==> src/rtl/ext_bus_pkg.sv <==
// Shared types for the multiplexed 8051 external bus controller.
package ext_bus_pkg;

  typedef enum logic [2:0] {
    IDLE,
    ADDR,
    LATCH,
    STROBE,
    HOLD
  } state_e;

  typedef enum logic [1:0] {
    G_NONE,
    G_ROM,
    G_RD,
    G_WR
  } grant_e;

  localparam int unsigned WAIT_W = 4;

endpackage

==> src/rtl/ext_bus_arb.sv <==
// Priority encoder choosing which requester owns the next bus cycle.
module ext_bus_arb
  import ext_bus_pkg::*;
#(
  parameter bit PRIO_DATA = 1'b1
) (
  input  logic   rom_req_i,
  input  logic   rd_req_i,
  input  logic   wr_req_i,
  output grant_e gnt_c
);

  // Write always outranks read; PRIO_DATA places the data pair above or below fetch.
  always_comb begin
    gnt_c = G_NONE;
    if (PRIO_DATA) begin
      if (wr_req_i)       gnt_c = G_WR;
      else if (rd_req_i)  gnt_c = G_RD;
      else if (rom_req_i) gnt_c = G_ROM;
    end else begin
      if (rom_req_i)      gnt_c = G_ROM;
      else if (wr_req_i)  gnt_c = G_WR;
      else if (rd_req_i)  gnt_c = G_RD;
    end
  end

endmodule

==> src/rtl/ext_bus_ctrl.sv <==
// Multiplexed 8051 external bus controller: code fetch and xdata read/write
// become ALE / PSEN_n / RD_n / WR_n bus cycles with configurable wait states.
module ext_bus_ctrl
  import ext_bus_pkg::*;
#(
  parameter int unsigned ADDR_W    = 16,
  parameter int unsigned WAIT      = 1,
  parameter bit          PRIO_DATA = 1'b1
) (
  input  logic              clk,
  input  logic              rst,
  input  logic              rom_en,
  input  logic [ADDR_W-1:0] rom_addr,
  output logic [7:0]        rom_data,
  output logic              rom_ready,
  input  logic              ram_rd_en,
  input  logic [ADDR_W-1:0] ram_rd_addr,
  output logic [7:0]        ram_rd_data,
  input  logic              ram_wr_en,
  input  logic [ADDR_W-1:0] ram_wr_addr,
  input  logic [7:0]        ram_wr_data,
  output logic              ram_ready,
  output logic [7:0]        ad_o,
  output logic              ad_oe,
  input  logic [7:0]        ad_i,
  output logic [ADDR_W-9:0] a_hi,
  output logic              ale,
  output logic              psen_n,
  output logic              rd_n,
  output logic              wr_n
);

  state_e              state_q, state_d;
  grant_e              gnt_q, gnt_d, gnt_arb;
  logic [ADDR_W-1:0]   addr_q, addr_d;
  logic [7:0]          wdata_q, wdata_d;
  logic [WAIT_W-1:0]   cnt_q, cnt_d;
  logic [7:0]          rom_data_q, rom_data_d, rd_data_q, rd_data_d;
  logic [7:0]          ad_o_q, ad_o_d;
  logic [ADDR_W-9:0]   a_hi_q, a_hi_d;
  logic                ad_oe_q, ad_oe_d, ale_q, ale_d;
  logic                psen_n_q, psen_n_d, rd_n_q, rd_n_d, wr_n_q, wr_n_d;
  logic                rom_ready_q, rom_ready_d, ram_ready_q, ram_ready_d;

  ext_bus_arb #(
    .PRIO_DATA(PRIO_DATA)
  ) u_arb (
    .rom_req_i(rom_en),
    .rd_req_i (ram_rd_en),
    .wr_req_i (ram_wr_en),
    .gnt_c    (gnt_arb)
  );

  always_ff @(posedge clk or negedge rst) begin
    if (!rst) begin
      state_q     <= IDLE;
      gnt_q       <= G_NONE;
      addr_q      <= '0;
      wdata_q     <= '0;
      cnt_q       <= '0;
      rom_data_q  <= '0;
      rd_data_q   <= '0;
      ad_o_q      <= '0;
      a_hi_q      <= '0;
      ad_oe_q     <= 1'b0;
      ale_q       <= 1'b0;
      psen_n_q    <= 1'b1;
      rd_n_q      <= 1'b1;
      wr_n_q      <= 1'b1;
      rom_ready_q <= 1'b0;
      ram_ready_q <= 1'b0;
    end else begin
      state_q     <= state_d;
      gnt_q       <= gnt_d;
      addr_q      <= addr_d;
      wdata_q     <= wdata_d;
      cnt_q       <= cnt_d;
      rom_data_q  <= rom_data_d;
      rd_data_q   <= rd_data_d;
      ad_o_q      <= ad_o_d;
      a_hi_q      <= a_hi_d;
      ad_oe_q     <= ad_oe_d;
      ale_q       <= ale_d;
      psen_n_q    <= psen_n_d;
      rd_n_q      <= rd_n_d;
      wr_n_q      <= wr_n_d;
      rom_ready_q <= rom_ready_d;
      ram_ready_q <= ram_ready_d;
    end
  end

  // Next state first, then outputs decoded from the next state so pins are registered.
  always_comb begin
    state_d     = state_q;
    gnt_d       = gnt_q;
    addr_d      = addr_q;
    wdata_d     = wdata_q;
    cnt_d       = cnt_q;
    rom_data_d  = rom_data_q;
    rd_data_d   = rd_data_q;
    ad_o_d      = ad_o_q;
    a_hi_d      = a_hi_q;
    ad_oe_d     = 1'b0;
    ale_d       = 1'b0;
    psen_n_d    = 1'b1;
    rd_n_d      = 1'b1;
    wr_n_d      = 1'b1;
    rom_ready_d = 1'b0;
    ram_ready_d = 1'b0;

    case (state_q)
      IDLE: begin
        if (gnt_arb != G_NONE) begin
          state_d = ADDR;
          gnt_d   = gnt_arb;
          wdata_d = ram_wr_data;
          case (gnt_arb)
            G_ROM:   addr_d = rom_addr;
            G_RD:    addr_d = ram_rd_addr;
            G_WR:    addr_d = ram_wr_addr;
            default: addr_d = addr_q;
          endcase
        end
      end
      ADDR:  state_d = LATCH;
      LATCH: begin
        state_d = STROBE;
        cnt_d   = WAIT_W'(WAIT);
      end
      STROBE: begin
        if (cnt_q == '0) begin
          state_d = HOLD;
          if (gnt_q == G_ROM) rom_data_d = ad_i;
          if (gnt_q == G_RD)  rd_data_d  = ad_i;
        end else begin
          cnt_d = cnt_q - WAIT_W'(1);
        end
      end
      HOLD:    state_d = IDLE;
      default: state_d = IDLE;
    endcase

    case (state_d)
      ADDR: begin
        ale_d   = 1'b1;
        ad_oe_d = 1'b1;
        ad_o_d  = addr_d[7:0];
        a_hi_d  = addr_d[ADDR_W-1:8];
      end
      LATCH: begin
        ad_oe_d = 1'b1;
        ad_o_d  = addr_d[7:0];
      end
      STROBE: begin
        psen_n_d = (gnt_d != G_ROM);
        rd_n_d   = (gnt_d != G_RD);
        wr_n_d   = (gnt_d != G_WR);
        if (gnt_d == G_WR) begin
          ad_oe_d = 1'b1;
          ad_o_d  = wdata_d;
        end
      end
      HOLD: begin
        rom_ready_d = (gnt_d == G_ROM);
        ram_ready_d = (gnt_d == G_RD) || (gnt_d == G_WR);
        if (gnt_d == G_WR) begin
          ad_oe_d = 1'b1;
          ad_o_d  = wdata_d;
        end
      end
      default: ;
    endcase
  end

  assign rom_data    = rom_data_q;
  assign rom_ready   = rom_ready_q;
  assign ram_rd_data = rd_data_q;
  assign ram_ready   = ram_ready_q;
  assign ad_o        = ad_o_q;
  assign ad_oe       = ad_oe_q;
  assign a_hi        = a_hi_q;
  assign ale         = ale_q;
  assign psen_n      = psen_n_q;
  assign rd_n        = rd_n_q;
  assign wr_n        = wr_n_q;

endmodule

==> config.mk <==
export PLATFORM = sky130hd
export DESIGN_NAME = ext_bus_ctrl
export DESIGN_NICKNAME = d
export VERILOG_FILES = /design/src/rtl/ext_bus_pkg.sv /design/src/rtl/ext_bus_arb.sv /design/src/rtl/ext_bus_ctrl.sv
export SDC_FILE = /design/constraint.sdc
export NUM_CORES = 1
export LEC_CHECK = 0
export CORE_MARGIN = 2
export CORE_UTILIZATION = 44
export DETAILED_ROUTE_END_ITERATION = 7
export PLACE_DENSITY = 0.79
export SLEW_MARGIN = 10
export SYNTH_ARGS = -nofsm -noshare
export SYNTH_HDL_FRONTEND = slang
export SYNTH_SLANG_ARGS = --single-unit
==> constraint.sdc <==
create_clock -name clk -period 2.3 [get_ports clk]
set_input_delay 0.23 -clock clk [delete_from_list [all_inputs] [get_ports clk]]
set_output_delay 0.23 -clock clk [all_outputs]
set_load 0.005 [all_outputs]
# Word-level counts from Yosys, hierarchy flattened
# Cells that the tools add are included.
# totals
word_cells	74
inputBits	69
out_inout_bits	39
regBits	72
# classes
reduce_logical	12
eq_ne	20
n_addsub	1
muxes	25
# op_table
cell	count
$pmux W16 S3	1
$mux W16	2
$mux W8	3
$pmux W8 S2	1
$eq A3 B2 Y1 const B	4
$pmux W3 S4	1
$eq A2 B2 Y1 const B	5
$mux W1	8
$mux W2	4
$pmux W4 S2	1
$eq A2 B1 Y1 const B	3
$eq A3 B1 Y1 const B	2
$mux W3	2
$ne A2 B2 Y1 const B	3
$reduce_and A3 Y1	2
$reduce_bool A2 Y1	3
$logic_not A4 Y1	1
$mux W4	1
$ne A2 B1 Y1 const B	2
$reduce_and A2 Y1	2
$reduce_or A2 Y1	2
$sub A4 B1 Y4 const B	1
$eq A3 B3 Y1 const B	1
$logic_not A3 Y1	1
other kinds (2)	2

# Logic depth before layout (Yosys ltp)
# logic_depth
depth_word	10
ltp_mapped	9
mapped_depth_nobuf	7

# Modules after synthesis
# From an unflattened synthesis, not the netlist that was laid out.
# hier_totals
cells_unflattened	251
hier_area_um2	2955.3
# by_module_without_submodules
mod	area_per_inst_um2	instances	seq_area_each_um2	cells_each
ext_bus_ctrl	2937.8	1	1605.3	248
ext_bus_arb	17.5	1	0.0	3

# Worst setup path before layout
# No wires, ideal clock.
# synth_timing
kind	flip-flop to flip-flop
from	reg state_q[2]
to	reg rd_data_q[0] (netlist: ram_rd_data[0])
setup_ns	0.125
slack_ns	0.470
t_required_ns	2.175
t_arrival_ns	1.705
path_buffers	0
synth_period_minus_slack_ns	1.830
path_stages_with_launch	6
path_cell_list	dfrtp_1 -> nand2b_1 -> nor2_1 -> nand4_2 -> nor3b_4 -> mux2_2
# synth_between
elab_chain_len	2
# synth_rtl
element	line_no	text
start: declaration	ext_bus_ctrl.sv:33	state_e state_q, state_d;
start signal: assignment	ext_bus_ctrl.sv:73	state_q <= state_d;
$eq A3 B2 Y1	ext_bus_ctrl.sv:111	case (state_q)
$reduce_and A3 Y1 (no line)	-	
end signal: assignment	ext_bus_ctrl.sv:79	rd_data_q <= rd_data_d;
end: declaration	ext_bus_ctrl.sv:38	logic [7:0] rom_data_q, rom_data_d, rd_data_q, rd_data_d;
# Every way passes these cells.
# A chain may end at the register's enable or synchronous reset.

# Final worst setup path
# layout_timing
from	reg state_q[2]
to	reg rd_data_q[4] (netlist: ram_rd_data[4])
# The elaborated chain is that of the path after synthesis.

==> flow_metrics.tcl <==
set metrics [dict create \
    dp.cells 437 \
    hold_viol_final 0 \
    path_delay_family "simple AND/OR/NAND/NOR gates" \
    die_w_um 86.3 \
    synth.area.top_cells "dfrtp_1 51%, mux2_2 11%, nand2_1 2.9%, a221o_1 2.7%, dfstp_2 2.6%" \
    power_density_nw_per_um2 1240 \
    vias_per_cell 5.38 \
    async_flop_share 1.00 \
    slowest_stage "nor3b_4" \
    fmax_mhz 494 \
    worstSetupPathType "flop to flop" \
    wl_per_cell_um 16.2 \
    gp_congestion 0.766 \
    required_ns 2.52 \
    clk_latency_ns 0.34 \
    setup_viol 0 \
    grt_max_degree 44 \
    hpwl_um 5290 \
    cts_buffers 9 \
    antenna_left 0 \
    ys_warn_count 0 \
    ios 108 \
    peakVddDrop_v 0.000782 \
    gr-total-overflow 0 \
    num-fill-cells 504 \
    yosys-top-cells-count "61 x dfrtp_1, 30 x mux2_2, 23 x nand2_1" \
    antenna_found_initial 0 \
    port_buffers 107 \
    multi_input_area_um2 1250 \
    cts_tree "yes" \
    syn_nets 327 \
    grt_use_total 0.212 \
    start_util 0.461 \
    crit_path_end_kind "flop" \
    core_area_um2 6460 \
    worst-path-buf-inv 0 \
    worstPathMaxFanout 8 \
    ys_seq_area_frac 0.539 \
    synth_most_common_cell "dfrtp_1" \
    maxCapViolCount 0 \
    syn_to_final_growth_pct 47.9 \
    cts-resized-gates 0 \
    synth_top_area_share 0.513 \
    ff_latch_area_um2 1610 \
    netlist_instances 256 \
    h-tree-depth 3 \
    netlist_area_um2 2980 \
    fin_crit_sh 0.879 \
    n_antenna_cell 0 \
    dr_total_vias 2441 \
    drc_errors 0 \
    relSlewSlack 0.666 \
    finalSetupTns_ns 0 \
    drt-initial-drc-count 126 \
    nNetsFinal 443 \
    dr.pass1.iters 4 \
    yosys.area.top_type "dfrtp_1" \
    rsz0062_at_grt "false" \
    avgSynthCellArea_um2 11.6 \
    max_stage_delay_ns 0.52 \
    startpoint_type "flop" \
    clock-sinks 64 \
    drive_above_1_share 0.196 \
    finClkSkew_ns 0.00886 \
    synth_ff_type "dfrtp_1" \
    cts_buffer_depth 2 \
    arrival_ns 2.25 \
    fp-row-count 29 \
    ys_seq_elements 64 \
    leakagePower_nw 1.93 \
    fin_cells 454 \
    synth_edf_count 0 \
    root_buffer "clkbuf_8" \
    path_cells "nand2b_1 > nor2_1 > nand4_2 > nor3b_4 > mux2_2" \
    grt_pass1_vias 2652 \
    die_y_um 86.3 \
    routed_wl_um 7360 \
    dieArea_um2 7440 \
    slew_violations 0 \
    hp-class "input port to asynchronous set/reset pin" \
    clk_pin_slew_worst_paths_ns 0.08 \
    finalCriticalPeriod_ns 2.02 \
    grt_pass1_wl_um 12300 \
    status "finished, final reports clean" \
    synthDistinctLibCells 39 \
    tightest_slew_ns 0.501 \
]
-- worst reg2reg max path, stage by stage (launching register included) --
cell	delay, ns
dfrtp_1	0.44
nand2b_1	0.19
nor2_1	0.12
nand4_2	0.24
nor3b_4	0.52
mux2_2	0.40
-- final timing paths --
check / from / endpoint / slack (ns) / cells after the start
max: state_q[2]$_DFF_PN0_ / ram_rd_data[4]$_DFFE_PN0P_ / 0.28 / 5
min: rst / ram_rd_data[7]$_DFFE_PN0P_ / 0.38 / 2
max reg2reg: state_q[2]$_DFF_PN0_ / ram_rd_data[4]$_DFFE_PN0P_ / 0.28 / 5
min reg2reg: a_hi[5]$_DFFE_PN0P_ / a_hi[5]$_DFFE_PN0P_ / 0.48 / 1
max in group asynchronous: rst / a_hi[3]$_DFFE_PN0P_ / 1.31 / 3
min in group clk: a_hi[5]$_DFFE_PN0P_ / a_hi[5]$_DFFE_PN0P_ / 0.48 / 1
-- cells in the final DEF, fill, tap and decap left out, types with 2 or more instances in the layout --
master / instances
inv_6: 2
dfrtp_1: 61
bufinv_16: 2
nand2b_1: 10
a221o_1: 8
clkdlybuf4s50_1: 106
nor3_1: 9
nor3_2: 2
clkbuf_8: 9
clkinv_4: 2
nand2_1: 23
o21ai_0: 2
ha_1: 2
inv_1: 6
mux2_1: 2
a221oi_1: 8
nor3b_4: 2
nor2b_1: 10
a2bb2oi_1: 8
nand3_1: 10
nor2_1: 8
or3_1: 2
buf_4: 13
mux2_2: 30
dfstp_2: 3
a21oi_1: 11
a21o_1: 8
-- final cells by class --
cell class / instances / area share
Clock inverter: 7 / 0.0233
Tap cell: 77 / 0.0219
Clock buffer: 9 / 0.0281
Timing Repair Buffer: 122 / 0.271
Sequential cell: 64 / 0.365
Inverter: 7 / 0.00654
Multi-Input combinational cell: 168 / 0.284
-- power by group --
| group | leakage, nW | switching [W] | internal [W] | total (W) |
|---|---|---|---|---|
| Clock | 0.110 | 0.000470 | 0.000621 | 0.00109 |
| Sequential | 0.778 | 0.000286 | 0.00167 | 0.00196 |
| Combinational | 1.04 | 0.000958 | 0.00144 | 0.00240 |
| Total | 1.93 | 0.00171 | 0.00373 | 0.00544 |
-- through the flow --
step | total power [W] | hold WS, ns | worst slack, ns | area [um2] | util
2_1_floorplan | 0.00324 | -0.0656 | 0.470 | 2980 | -
3_3_place_gp | 0.00428 | 0.221 | 0.125 | 4170 | 0.645
3_5_place_dp | 0.00437 | 0.226 | 0.0690 | 4170 | 0.645
4_1_cts | 0.00550 | 0.378 | 0.263 | 4400 | 0.682
5_1_grt | 0.00581 | 0.428 | 0.177 | 4400 | 0.682
6_report | 0.00544 | 0.381 | 0.277 | 4400 | 0.682
-- routing by layer --
layer | part of all wire | vias to the layer above | GRT usage
met3 | 0.087 | 8 | 0.0800
met5 | 0 | - | 0
met4 | 0.011 | 0 | 0.0696
met2 | 0.48 | 95 | 0.357
met1 | 0.42 | 1178 | 0.252
li1 | - | 1160 | -
-- state kept, by name, indices dropped and copies added, names as in the netlist --
name,cells
addr_q,8
wdata_q,8
rom_ready,1
rom_data,8
cnt_q,4
a_hi,8
ale,1
gnt_q,2
wr_n,1
ram_rd_data,8
state_q,3
ad_o,8
rd_n,1
psen_n,1
ad_oe,1
ram_ready,1
-- logic make-up after synthesis --
logic type | share of synthesized area
AO/OA/AOI/OAI | 0.139
adder cells (fa/ha/maj) | 0.00841
buffers and inverters | 0.0399
flip-flops | 0.539
multiplexers | 0.126
AND/OR/NAND/NOR | 0.148
-- timing repair --
item                                   4_1_cts  5_1_grt
endpoints found under the hold margin       18        0
buffers inserted                             0        0
hold buffers                                 1        0
Power figures use the tool's default switching activity.
